File: src/rtl/pwm_pkg.sv
// -----------------------------------------------------------------------------
// pwm_pkg
// Definitions shared by the PWM generator and the PWM duty decoder:
//   PWM_STEPS : number of duty steps (10 % each), so duty runs 0..PWM_STEPS
//   DUTY_W    : width of a duty value in steps (holds 0..10)
//   state_e   : measurement FSM state encoding used by the decoder
// -----------------------------------------------------------------------------
package pwm_pkg;

    localparam int PWM_STEPS = 10;
    localparam int DUTY_W    = 4;

    typedef enum logic [1:0] {
        ST_IDLE  = 2'd0,  // waiting for the first rising edge
        ST_HIGH  = 2'd1,  // input high, counting high time
        ST_LOW   = 2'd2,  // input low, next rise closes a period
        ST_STUCK = 2'd3   // no edge for a full counter range
    } state_e;

endpackage

File: src/rtl/pwm_duty_decoder_if.sv
// -----------------------------------------------------------------------------
// pwm_duty_decoder_if
// Signal bundle between a PWM source / reader and the duty decoder.
//   pwm_in       : raw PWM input (asynchronous to clk)
//   duty_tenths  : last decoded duty, 0..10 in 10 % steps
//   high_cnt     : last measured high time, clk cycles
//   period_cnt   : last measured period, clk cycles
//   meas_valid   : one-cycle pulse when the three values above update
//   locked       : a periodic input is currently being decoded
//   stuck        : input static; its level is given by duty_tenths (0 or 10)
// Modports: master = the side driving pwm_in; slave = the decoder.
// -----------------------------------------------------------------------------
interface pwm_duty_decoder_if #(
    parameter int CNT_W = 16
) ();
    import pwm_pkg::*;

    logic              pwm_in;
    logic [DUTY_W-1:0] duty_tenths;
    logic [CNT_W-1:0]  high_cnt;
    logic [CNT_W-1:0]  period_cnt;
    logic              meas_valid;
    logic              locked;
    logic              stuck;

    modport master (
        output pwm_in,
        input  duty_tenths, high_cnt, period_cnt, meas_valid, locked, stuck
    );

    modport slave (
        input  pwm_in,
        output duty_tenths, high_cnt, period_cnt, meas_valid, locked, stuck
    );

endinterface

File: src/rtl/pwm_div_seq.sv
// -----------------------------------------------------------------------------
// pwm_div_seq
// Sequential restoring divider producing a 4-bit quotient in 4 iterations.
// The first iteration is done on the start cycle itself, the next two in the
// following cycles, and the last one combinationally in the done cycle, so
// q is valid while done is high (start at cycle S -> done at S+3).
// The caller guarantees num < 16*den, so the quotient fits 4 bits.
//   clk, rst : clock, asynchronous active-high reset
//   start    : 1-cycle pulse, num/den sampled in that cycle
//   abort    : drop any divide in progress
//   num, den : dividend (CNT_W+4 bits), divisor (CNT_W bits, non-zero)
//   busy     : iterations after the start cycle are in progress
//   done     : 1-cycle pulse, q valid
//   q        : quotient
// -----------------------------------------------------------------------------
module pwm_div_seq #(
    parameter int CNT_W = 16
) (
    input  logic             clk,
    input  logic             rst,
    input  logic             start,
    input  logic             abort,
    input  logic [CNT_W+3:0] num,
    input  logic [CNT_W-1:0] den,
    output logic             busy,
    output logic             done,
    output logic [3:0]       q
);

    localparam int NW = CNT_W + 4;

    logic [NW-1:0] r_rem;     // running remainder
    logic [NW-1:0] r_dsh;     // divisor aligned to the next quotient bit
    logic [2:0]    r_q;       // quotient bits already decided, MSB first
    logic [1:0]    r_cnt;     // iterations completed
    logic          r_busy;

    logic [NW-1:0] w_rem_in;
    logic [NW-1:0] w_dsh_in;
    logic [NW-1:0] w_rem_nx;
    logic          w_bit;

    // One restoring step; on start it works straight from the inputs with the
    // divisor aligned to quotient bit 3.
    always_comb begin
        w_rem_in = start ? num : r_rem;
        w_dsh_in = start ? {1'b0, den, 3'b000} : r_dsh;
        w_bit    = (w_rem_in >= w_dsh_in);
        w_rem_nx = w_bit ? (w_rem_in - w_dsh_in) : w_rem_in;
    end

    // NOTE: state registers use non-blocking assignments so every flop samples
    // the pre-edge values regardless of statement order.
    always_ff @(posedge clk or posedge rst) begin
        if (rst) begin
            r_rem  <= '0;
            r_dsh  <= '0;
            r_q    <= '0;
            r_cnt  <= '0;
            r_busy <= 1'b0;
        end else if (abort) begin
            r_busy <= 1'b0;
        end else if (start) begin
            r_rem  <= w_rem_nx;
            r_dsh  <= w_dsh_in >> 1;
            r_q    <= {2'b00, w_bit};
            r_cnt  <= 2'd1;
            r_busy <= 1'b1;
        end else if (r_busy) begin
            r_rem  <= w_rem_nx;
            r_dsh  <= r_dsh >> 1;
            r_q    <= {r_q[1:0], w_bit};
            r_cnt  <= r_cnt + 2'd1;
            if (r_cnt == 2'd3) begin
                r_busy <= 1'b0;
            end
        end
    end

    assign busy = r_busy;
    assign done = r_busy && (r_cnt == 2'd3);
    assign q    = {r_q, w_bit};

endmodule

File: src/rtl/pwm_duty_decoder.sv
// -----------------------------------------------------------------------------
// pwm_duty_decoder
// Measures the high time and period of an incoming PWM waveform and reports
// the duty cycle rounded to 10 % steps. An input with no rising edge for a
// full counter range is flagged as stuck at its current level.
//   clk    : system clock
//   rst    : asynchronous active-high reset
//   dec    : pwm_duty_decoder_if slave (pwm_in in; duty_tenths, high_cnt,
//            period_cnt, meas_valid, locked, stuck out, all registered)
// A rise closing a period at cycle T gives meas_valid at T+5 (synced time).
// -----------------------------------------------------------------------------
module pwm_duty_decoder
    import pwm_pkg::*;
#(
    parameter int CNT_W       = 16,
    parameter int SYNC_STAGES = 2
) (
    input  logic                 clk,
    input  logic                 rst,
    pwm_duty_decoder_if.slave    dec
);

    localparam int               NW      = CNT_W + 4;
    localparam logic [CNT_W-1:0] CNT_MAX = '1;

    // Synchroniser and edge detect
    logic [SYNC_STAGES-1:0] r_sync;
    logic                   r_prev;
    logic                   w_s;
    logic                   w_rise;
    logic                   w_fall;

    // Counters and FSM
    logic [CNT_W-1:0] r_per_ctr;
    logic [CNT_W-1:0] r_hi_ctr;
    state_e           r_state;
    state_e           w_state_nx;
    logic             w_meas;
    logic             w_timeout;

    // Divider hand-off
    logic [NW-1:0]    w_num;
    logic [NW-1:0]    r_num;
    logic [CNT_W-1:0] r_den;
    logic [CNT_W-1:0] r_hi_lat;
    logic             r_start;
    logic             w_busy;
    logic             w_done;
    logic [3:0]       w_q;
    logic             w_div_busy;
    logic             w_accept;

    // Output registers
    logic [DUTY_W-1:0] r_duty;
    logic [CNT_W-1:0]  r_high;
    logic [CNT_W-1:0]  r_period;
    logic              r_meas_valid;
    logic              r_locked;
    logic              r_stuck;

    assign w_s    = r_sync[SYNC_STAGES-1];
    assign w_rise = w_s & ~r_prev;
    assign w_fall = ~w_s & r_prev;

    always_ff @(posedge clk or posedge rst) begin
        if (rst) begin
            r_sync <= '0;
            r_prev <= 1'b0;
        end else begin
            r_sync <= {r_sync[SYNC_STAGES-2:0], dec.pwm_in};
            r_prev <= w_s;
        end
    end

    // Period counts every cycle since the last rise; high counts only while
    // the synced input is high. Both restart at 1 on a rise and saturate.
    always_ff @(posedge clk or posedge rst) begin
        if (rst) begin
            r_per_ctr <= '0;
            r_hi_ctr  <= '0;
        end else if (w_rise) begin
            r_per_ctr <= CNT_W'(1);
            r_hi_ctr  <= CNT_W'(1);
        end else begin
            if (r_per_ctr != CNT_MAX) begin
                r_per_ctr <= r_per_ctr + CNT_W'(1);
            end
            if (w_s && (r_hi_ctr != CNT_MAX)) begin
                r_hi_ctr <= r_hi_ctr + CNT_W'(1);
            end
        end
    end

    // A rise always wins over a coincident timeout.
    assign w_timeout = (r_per_ctr == CNT_MAX) && !w_rise;

    always_ff @(posedge clk or posedge rst) begin
        if (rst) begin
            r_state <= ST_IDLE;
        end else begin
            r_state <= w_state_nx;
        end
    end

    // NOTE: every signal driven here gets a default first, so no path through
    // the block can leave it unassigned and infer a latch.
    always_comb begin
        w_state_nx = r_state;
        w_meas     = 1'b0;
        if (w_rise) begin
            w_state_nx = ST_HIGH;
            w_meas     = (r_state == ST_LOW);
        end else if (w_timeout) begin
            w_state_nx = ST_STUCK;
        end else begin
            case (r_state)
                ST_HIGH: if (w_fall) w_state_nx = ST_LOW;
                default: w_state_nx = r_state;
            endcase
        end
    end

    // Rounded duty: (10*high + period/2) / period. Counters hold the values
    // of the period just closed in the rise cycle, before their reload.
    assign w_num = ({4'b0000, r_hi_ctr} << 3) + ({4'b0000, r_hi_ctr} << 1)
                 + {5'b00000, r_per_ctr[CNT_W-1:1]};

    // A measurement arriving while the previous one is still dividing is
    // dropped rather than queued.
    assign w_div_busy = r_start | w_busy;
    assign w_accept   = w_meas & ~w_div_busy;

    always_ff @(posedge clk or posedge rst) begin
        if (rst) begin
            r_num    <= '0;
            r_den    <= '0;
            r_hi_lat <= '0;
            r_start  <= 1'b0;
        end else begin
            r_start <= w_accept;
            if (w_accept) begin
                r_num    <= w_num;
                r_den    <= r_per_ctr;
                r_hi_lat <= r_hi_ctr;
            end
        end
    end

    pwm_div_seq #(
        .CNT_W (CNT_W)
    ) u_div (
        .clk   (clk),
        .rst   (rst),
        .start (r_start),
        .abort (w_timeout),
        .num   (r_num),
        .den   (r_den),
        .busy  (w_busy),
        .done  (w_done),
        .q     (w_q)
    );

    // Timeout overrides a divide finishing in the same cycle.
    always_ff @(posedge clk or posedge rst) begin
        if (rst) begin
            r_duty       <= '0;
            r_high       <= '0;
            r_period     <= '0;
            r_meas_valid <= 1'b0;
            r_locked     <= 1'b0;
            r_stuck      <= 1'b0;
        end else begin
            r_meas_valid <= 1'b0;
            if (w_timeout) begin
                r_locked <= 1'b0;
                r_stuck  <= 1'b1;
                r_duty   <= w_s ? DUTY_W'(PWM_STEPS) : '0;
            end else if (w_done) begin
                r_duty       <= w_q;
                r_high       <= r_hi_lat;
                r_period     <= r_den;
                r_meas_valid <= 1'b1;
                r_locked     <= 1'b1;
                r_stuck      <= 1'b0;
            end
        end
    end

    assign dec.duty_tenths = r_duty;
    assign dec.high_cnt    = r_high;
    assign dec.period_cnt  = r_period;
    assign dec.meas_valid  = r_meas_valid;
    assign dec.locked      = r_locked;
    assign dec.stuck       = r_stuck;

endmodule

File: src/flat_wrapper.sv
// flat-port wrapper written by rule: the top's interface ports become plain ports
module pwm_duty_decoder_flat import pwm_pkg::*;
#(
    parameter int CNT_W       = 16,
    parameter int SYNC_STAGES = 2
)
  (clk, rst, dec_pwm_in, dec_duty_tenths, dec_high_cnt, dec_period_cnt, dec_meas_valid, dec_locked, dec_stuck);
  pwm_duty_decoder_if #(.CNT_W(CNT_W)) dec_i ();
  input  logic clk;
  input  logic rst;
  input wire logic [$bits(dec_i.pwm_in)-1:0] dec_pwm_in;
  output wire logic [$bits(dec_i.duty_tenths)-1:0] dec_duty_tenths;
  output wire logic [$bits(dec_i.high_cnt)-1:0] dec_high_cnt;
  output wire logic [$bits(dec_i.period_cnt)-1:0] dec_period_cnt;
  output wire logic [$bits(dec_i.meas_valid)-1:0] dec_meas_valid;
  output wire logic [$bits(dec_i.locked)-1:0] dec_locked;
  output wire logic [$bits(dec_i.stuck)-1:0] dec_stuck;
  assign dec_i.pwm_in = dec_pwm_in;
  assign dec_duty_tenths = dec_i.duty_tenths;
  assign dec_high_cnt = dec_i.high_cnt;
  assign dec_period_cnt = dec_i.period_cnt;
  assign dec_meas_valid = dec_i.meas_valid;
  assign dec_locked = dec_i.locked;
  assign dec_stuck = dec_i.stuck;
  pwm_duty_decoder #(.CNT_W(CNT_W), .SYNC_STAGES(SYNC_STAGES)) u_core (.clk(clk), .rst(rst), .dec(dec_i));
endmodule
File: config.mk
export PLATFORM = sky130hd
export DESIGN_NAME = pwm_duty_decoder_flat
export DESIGN_NICKNAME = d
export VERILOG_FILES = /design/src/rtl/pwm_pkg.sv /design/src/rtl/pwm_duty_decoder_if.sv /design/src/rtl/pwm_div_seq.sv /design/src/rtl/pwm_duty_decoder.sv /design/src/flat_wrapper.sv
export SDC_FILE = /design/constraint.sdc
export NUM_CORES = 1
export LEC_CHECK = 0
export CORE_ASPECT_RATIO = 0.8
export CORE_UTILIZATION = 40
export CTS_BUF_LIST = sky130_fd_sc_hd__clkbuf_4
export CTS_CLUSTER_DIAMETER = 30
export CTS_CLUSTER_SIZE = 10
export DETAILED_ROUTE_END_ITERATION = 7
export GPL_TIMING_DRIVEN = 0
export SYNTH_ARGS = -nofsm -noshare
export SYNTH_HDL_FRONTEND = slang
export SYNTH_SLANG_ARGS = --single-unit
File: constraint.sdc
create_clock -name clk -period 11.6 [get_ports clk]
set_clock_uncertainty 0.05 [all_clocks]
set_input_delay 2.32 -clock clk [delete_from_list [all_inputs] [get_ports clk]]
set_output_delay 2.32 -clock clk [all_outputs]
set_load 0.005 [all_outputs]
==> flow_metrics.env, run 1 <==
export IMPL_synth_top_area_frac=0.447
export IMPL_synth_enable_flop_cells=0
export IMPL_starting_density_of_the_core=0.409
export IMPL_post_synth_main_area_contributors="sky130_fd_sc_hd__dfrtp_1 45%, sky130_fd_sc_hd__nand2_1 7.1%, sky130_fd_sc_hd__mux2_2 5.7%, sky130_fd_sc_hd__ha_1 5.5%, sky130_fd_sc_hd__o21ai_0 4.2%"
export IMPL_rsz0062_at_grt="false"
export IMPL_fin_crit_sh=0.415
export IMPL_ys_ff_latch=172
export IMPL_worst_endpoint_arrival_ps=5260
export IMPL_setup_violations_final=0
export IMPL_synth_compound_area_share=0.139
export IMPL_rows=50
export IMPL_worstReg2RegStart="u_core.r_start$_DFF_PP0_"
export IMPL_syn_avg_cell_area_um2=9.62
export IMPL_largest_net_degree_at_the_start_of_global_routing=93
export IMPL_worst_setup_path_endpoint="u_core.u_div.r_rem[18]$_DFFE_PP0P_"
export IMPL_placeable_core_region_um2=23500
export IMPL_max_clock_path_buffers=2
export IMPL_globalRoute_totalOverflow=0
export IMPL_hold_depth=0
export IMPL_power_density_nw_per_um2=206
export IMPL_syn_inst=1000
export IMPL_synth_area_mux_share=0.0887
export IMPL_synthesis_nets=1059
export IMPL_antenna_found_initial=1
export IMPL_sequential_cell_area_fraction_in_the_yosys_report=0.447
export IMPL_routed_wirelength_mm=25.9
export IMPL_mappedNetlistArea_um2=9620
export IMPL_yosys_area_share_xor_xnor=0.0337
export IMPL_dr_total_vias=7644
export IMPL_die_w_um=175
export IMPL_timing_worst_slew_pin_value_ps=964
export IMPL_max_vdd_ir_drop_mv=0.0856
export IMPL_worstReg2RegEnd="u_core.u_div.r_rem[18]$_DFFE_PP0P_"
export IMPL_routedWlPerCell_um=18.7
export IMPL_seqPwrFrac=0.364
export IMPL_power_report_internal_total_mw=1.24
export IMPL_crit_path_end_kind="flip-flop"
export IMPL_totalNegativeSetupSlack_ps=0
export IMPL_critical_path_startpoint_type="flip-flop"
export IMPL_clock_fmax_mhz=208
export IMPL_worstPathRequired_ps=12050
export IMPL_drive_above_1_share=0.115
export IMPL_grt_total_usage=0.219
export IMPL_worst_r2r_path_depth=13
export IMPL_grt_pass1_wl_mm=41.0
export IMPL_detailedPlacementHpwl_mm=19.4
export IMPL_setup_slack_ps=6790
export IMPL_share_clk_of_total_power=0.163
export IMPL_worst_hold_slack_after_final_layout_ps=323
export IMPL_final_cell_area_um2=10800
export IMPL_placement_cell_area_um2=10500
export IMPL_grt_pass1_vias=7088
export IMPL_total_number_of_h_tree_levels=4
export IMPL_clkSinkCount=172
export IMPL_post_drt_via_cell_ratio=5.51
export IMPL_dp_worst_setup_slack_ps=6900
export IMPL_outcome="finished, final reports clean"
export IMPL_cp_launch_point="u_core.r_start$_DFF_PP0_"
export IMPL_switching_share=0.437
export IMPL_synth_top_family_by_area="simple AND/OR/NAND/NOR gates"
export IMPL_hold_viol_final=0
export IMPL_clk_pin_slew_worst_paths_ps=170
export IMPL_boundaryPins=42
export IMPL_path_max_fanout=10
export IMPL_synth_fa_ha_area_frac=0.0838
export IMPL_synthSimpleGateAreaFrac=0.173
export IMPL_flow_area_growth_from_synthesis_pct=11.8
export IMPL_first_pass_iters=5
export IMPL_cts_tree="done"
export IMPL_drt_first_iter_violations=655
export IMPL_buffer_ports_inserted=41
export IMPL_ff2ff_setup_slack_ps=6790
export IMPL_final_nets=1120
export IMPL_drt_antenna_violating_nets=0
export IMPL_cts_root_buf="sky130_fd_sc_hd__clkbuf_4"
export IMPL_die_area_um2=24700
export IMPL_yosys_cell_types_count=75
export IMPL_post_cts_hold_buffer_count=0
export IMPL_synth_async_sr_flop_share=1.00
export IMPL_power_leakage_nw=4.90
export IMPL_combinationalPowerShare=0.473
export IMPL_hold_path_class="reg2reg"
export IMPL_die_h_um=141
export IMPL_cts_setup_buffers=0
export IMPL_remaining_drc_errors=0
export IMPL_clock_latency_ps=600
export IMPL_slew_viol_final=0
export IMPL_yosys_area_top_type="sky130_fd_sc_hd__dfrtp_1"
export IMPL_maxSlewHeadroom=0.357
export IMPL_globalplace_congestion=0.932
export IMPL_final_util=0.457
export IMPL_power_spent_charging_and_discharging_nets_mw=0.967
export IMPL_drv_max_cap_violation_count=0
export IMPL_tritoncts_num_buffers=17
export IMPL_post_cts_resized_instances=0
export IMPL_period_minus_slack_ps=4810
export IMPL_dominantRegCellSynth="sky130_fd_sc_hd__dfrtp_1"
export IMPL_worstSetupPathType="reg2reg"
export IMPL_ys_warnings=0
[sequential cells by signal, summed over array words and instances, names as in the netlist, 16 cells and up]
register,flops
u_core.dec.high_cnt,16
u_core.u_div.r_dsh,18
u_core.u_div.r_rem,20
u_core.r_hi_ctr,16
u_core.r_hi_lat,16
u_core.r_per_ctr,16
u_core.dec.period_cnt,16
u_core.r_den,16
u_core.r_num,19
[critical path: stages, from the launching register on]
cell and delay, ps:
sky130_fd_sc_hd__dfrtp_1 380, sky130_fd_sc_hd__buf_6 140, sky130_fd_sc_hd__clkbuf_1 440, sky130_fd_sc_hd__clkbuf_1 740
sky130_fd_sc_hd__mux2i_1 450, sky130_fd_sc_hd__ha_1 380, sky130_fd_sc_hd__and3_4 230, sky130_fd_sc_hd__nor4b_2 160
sky130_fd_sc_hd__nor4_1 500, sky130_fd_sc_hd__o21ai_1 280, sky130_fd_sc_hd__nand2_1 290, sky130_fd_sc_hd__buf_4 290
sky130_fd_sc_hd__a21oi_1 130, sky130_fd_sc_hd__o211a_1 260
[power groups by stage]
stage	Sequential, mW	Combinational [mW]	Clock, mW
floorplan	0.786	0.765	0
global placement	0.814	1.01	0
global route	0.819	1.15	0.396
CTS	0.806	1.03	0.370
detailed placement	0.817	1.03	0
finish	0.805	1.05	0.360
[metal layers]
layer,global-route usage,vias up,share of wire
met5,0,-,0
met4,0.0362,0,0.0080
met3,0.0343,14,0.055
met2,0.307,216,0.41
met1,0.353,3788,0.53
li1,-,3626,-
[area by class of cell]
type / instances / area, um2
Multi-Input combinational cell: 753 / 4980
Timing Repair Buffer: 42 / 438
Antenna cell: 1 / 2.50
Fill cell: 2318 / 12800
Buffer: 44 / 218
Tap cell: 312 / 390
Inverter: 31 / 124
Sequential cell: 172 / 4300
Clock inverter: 15 / 170
Clock buffer: 17 / 128
[placed cells by master (no fill, tap or decap), drive strengths merged, types with 3 or more instances in the layout]
| cell | count |
|---|---|
| o21ai | 85 |
| and4 | 4 |
| mux2 | 50 |
| o21bai | 3 |
| a31oi | 7 |
| xnor2 | 21 |
| mux2i | 29 |
| nand3 | 24 |
| nand2b | 6 |
| o211ai | 4 |
| nand2 | 182 |
| a21o | 6 |
| or3 | 10 |
| clkbuf | 41 |
| clkdlybuf4s50 | 41 |
| ha | 42 |
| fa | 14 |
| or4 | 7 |
| inv | 37 |
| a211oi | 9 |
| clkinv | 7 |
| o21a | 9 |
| buf | 21 |
| nor2 | 76 |
| o31ai | 3 |
| nand4 | 10 |
| and2 | 3 |
| dfrtp | 172 |
| o211a | 5 |
| and3 | 10 |
| a21oi | 68 |
| xor2 | 16 |
| nor2b | 8 |
| nor3 | 12 |
| o2111ai | 4 |
[cells in the mapped netlist, drive strengths merged (3+ instances only)]
cell and number:
xor2 16, and4 4, ha 42, nand2 182
mux2 50, clkbuf 24, fa 14, nor2b 8
or3 10, nand2b 6, o21bai 3, a211oi 9
o211ai 4, or4 7, o2111ai 4, nor2 76
o31ai 3, a21oi 68, a21o 6, o21ai 85
nand4 10, nand3 24, dfrtp 172, nor3 12
buf 20, inv 30, o211a 5, and3 10
mux2i 29, xnor2 21, o21a 9, and2 3
a31oi 7
[how the worst min path moves through the flow]
stage / from / endpoint / slack [ps]
final: u_core.r_sync[0]$_DFF_PP0_ / u_core.r_sync[1]$_DFF_PP0_ / 320
after global routing: u_core.r_sync[0]$_DFF_PP0_ / u_core.r_sync[1]$_DFF_PP0_ / 340
after CTS: u_core.r_sync[0]$_DFF_PP0_ / u_core.r_sync[1]$_DFF_PP0_ / 320
after detailed placement: u_core.r_sync[0]$_DFF_PP0_ / u_core.r_sync[1]$_DFF_PP0_ / 290
after global placement: u_core.r_sync[0]$_DFF_PP0_ / u_core.r_sync[1]$_DFF_PP0_ / 290
after floorplan: u_core.r_sync[0]$_DFF_PP0_ / u_core.r_sync[1]$_DFF_PP0_ / 280
[cell families after synthesis]
logic type,Yosys count
DFF,172
AOI/OAI and AO/OA,220
and+or+nand+nor,361
buffers and inverters,75
muxes,79
xor gates and xnor gates,37
adders and majority gates,56
[metrics by stage]
stage | power (mW) | std cells
after floorplan | 1.55 | 1000
after global placement | 1.83 | 1353
after detailed placement | 1.85 | 1354
after CTS | 2.21 | 1386
after global routing | 2.37 | 1387
final | 2.21 | 1387
Note: power is estimated with default switching activity, not from simulation.
==> inputs of run 2 (changes only) <==
==> constraint.sdc (replaced) <==
create_clock -name clk -period 4.11 [get_ports clk]
set_clock_uncertainty 0.05 [all_clocks]
set_input_delay 0.822 -clock clk [delete_from_list [all_inputs] [get_ports clk]]
set_output_delay 0.822 -clock clk [all_outputs]
set_load 0.005 [all_outputs]
==> flow_metrics.env, run 2 (same netlist as run 1, synthesis figures left out) <==
export IMPL_worstPathRequired_ps=4570
export IMPL_cts_root_buf="sky130_fd_sc_hd__clkbuf_4"
export IMPL_cts_tree="done"
export IMPL_total_power_mw=6.25
export IMPL_power_density_nw_per_um2=577
export IMPL_rows=50
export IMPL_grt_total_usage=0.217
export IMPL_crit_path_end_kind="flip-flop"
export IMPL_starting_density_of_the_core=0.409
export IMPL_post_drt_via_cell_ratio=5.44
export IMPL_routedWlPerCell_um=18.3
export IMPL_max_vdd_ir_drop_mv=0.272
export IMPL_worstSetupPathType="reg2reg"
export IMPL_post_cts_hold_buffer_count=0
export IMPL_power_leakage_nw=4.94
export IMPL_routed_wirelength_mm=25.5
export IMPL_globalplace_congestion=0.945
export IMPL_grt_pass1_wl_mm=40.4
export IMPL_drive_above_1_share=0.123
export IMPL_total_number_of_h_tree_levels=4
export IMPL_grt_pass1_vias=7064
export IMPL_flow_area_growth_from_synthesis_pct=12.6
export IMPL_maxSlewHeadroom=0.464
export IMPL_hold_path_class="reg2reg"
export IMPL_remaining_drc_errors=0
export IMPL_period_minus_slack_ps=3930
export IMPL_path_max_fanout=10
export IMPL_largest_register_ffs=20
export IMPL_clkSinkCount=172
export IMPL_critical_path_startpoint_type="flip-flop"
export IMPL_globalRoute_totalOverflow=0
export IMPL_hold_viol_final=0
export IMPL_most_common_library_cell_in_the_layout_ignoring_fill_and_taps="sky130_fd_sc_hd__nand2_1"
export IMPL_cts_setup_buffers=0
export IMPL_first_pass_iters=6
export IMPL_clock_latency_ps=620
export IMPL_dr_total_vias=7557
export IMPL_antenna_found_initial=1
export IMPL_final_nets=1123
export IMPL_tritoncts_num_buffers=17
export IMPL_mostFrequentLayoutCells="180 x sky130_fd_sc_hd__nand2_1, 172 x sky130_fd_sc_hd__dfrtp_1, 81 x sky130_fd_sc_hd__o21ai_0"
export IMPL_boundaryPins=42
export IMPL_die_h_um=141
export IMPL_drt_first_iter_violations=573
export IMPL_slew_viol_final=0
export IMPL_placeable_core_region_um2=23500
export IMPL_outcome="finished, final reports clean"
export IMPL_timing_worst_slew_pin_value_ps=802
export IMPL_max_clock_path_buffers=2
export IMPL_drv_max_cap_violation_count=0
export IMPL_rsz0062_at_grt="true"
export IMPL_fin_crit_sh=0.957
export IMPL_worst_endpoint_arrival_ps=4400
export IMPL_largest_net_degree_at_the_start_of_global_routing=39
export IMPL_drt_antenna_violating_nets=0
export IMPL_detailedPlacementHpwl_mm=19.3
export IMPL_placement_cell_area_um2=10500
export IMPL_buffer_ports_inserted=41
export IMPL_final_cell_area_um2=10800
export IMPL_setup_violations_final=0
export IMPL_clock_fmax_mhz=254
export IMPL_die_w_um=175
export IMPL_clk_pin_slew_worst_paths_ps=160
export IMPL_die_area_um2=24700
export IMPL_worst_hold_slack_after_final_layout_ps=330
export IMPL_top_flop_regs="u_core.u_div.r_rem x20, u_core.r_num x19, u_core.u_div.r_dsh x18"
export IMPL_registers_top_by_ff_count="u_core.u_div.r_rem"
## run 2: final cells by class
type                    instances  area (um2)
clock buffers                  17         128
fillers                      2341       12700
inverters                      31         120
repair buffers                 45         490
well taps                     312         390
clock inverters                15         165
flip-flops and latches        172        4300
diodes                          1        2.50
plain buffers                  44         228
multi-input cells             753        5000
## run 2: what timing repair did
action	CTS	global route
gates resized for setup	5	7
endpoints found under the setup margin	22	15
pin swaps	0	0
## run 2: through the flow
step | utilization | worst slack, ps | setup TNS [ps] | cells
detailed placement | 0.447 | -604 | -8970 | 1357
CTS | 0.459 | 23.2 | 0 | 1389
floorplan | - | 576 | 0 | 1000
finish | 0.460 | 175 | 0 | 1390
global route | 0.460 | -21.1 | -41.6 | 1390
global placement | 0.443 | -637 | -98180 | 1353
## run 2: layer usage
layer  track usage  part of all wire  vias up
met5             0                 0        -
met4        0.0416            0.0088        0
met3        0.0437             0.066       14
met2         0.303              0.41      223
met1         0.342              0.51     3689
li1              -                 -     3631
## run 2: path summary, 6_finish.rpt
kind	endpoint	slack, ps	cells past startpoint	startpoint
min in group asynchronous	u_core.dec.period_cnt[12]$_DFFE_PP0P_	630	2	rst
max	u_core.u_div.r_rem[14]$_DFFE_PP0P_	180	12	u_core.r_start$_DFF_PP0_
min	u_core.r_sync[1]$_DFF_PP0_	330	0	u_core.r_sync[0]$_DFF_PP0_
max reg2reg	u_core.u_div.r_rem[14]$_DFFE_PP0P_	180	12	u_core.r_start$_DFF_PP0_
min reg2reg	u_core.r_sync[1]$_DFF_PP0_	330	0	u_core.r_sync[0]$_DFF_PP0_
max in group asynchronous	u_core.r_hi_lat[14]$_DFFE_PP0P_	2200	5	rst
## run 2: where the power goes
group	switching [mW]	internal, mW	total, mW
clock network	0.725	0.284	1.01
registers	0.239	2.02	2.26
logic	1.75	1.22	2.98
## run 2: worst max-delay path, cell delays in order, from the launching register on
cell                       delay (ps)
sky130_fd_sc_hd__dfrtp_1          370
sky130_fd_sc_hd__buf_6            130
sky130_fd_sc_hd__clkbuf_2         290
sky130_fd_sc_hd__clkbuf_4         370
sky130_fd_sc_hd__mux2i_1          360
sky130_fd_sc_hd__ha_1             340
sky130_fd_sc_hd__and3_4           250
sky130_fd_sc_hd__nor4b_2          280
sky130_fd_sc_hd__nor4_2           120
sky130_fd_sc_hd__o21ai_1          370
sky130_fd_sc_hd__nand2_2          210
sky130_fd_sc_hd__or4_1            550
sky130_fd_sc_hd__o211a_1          150
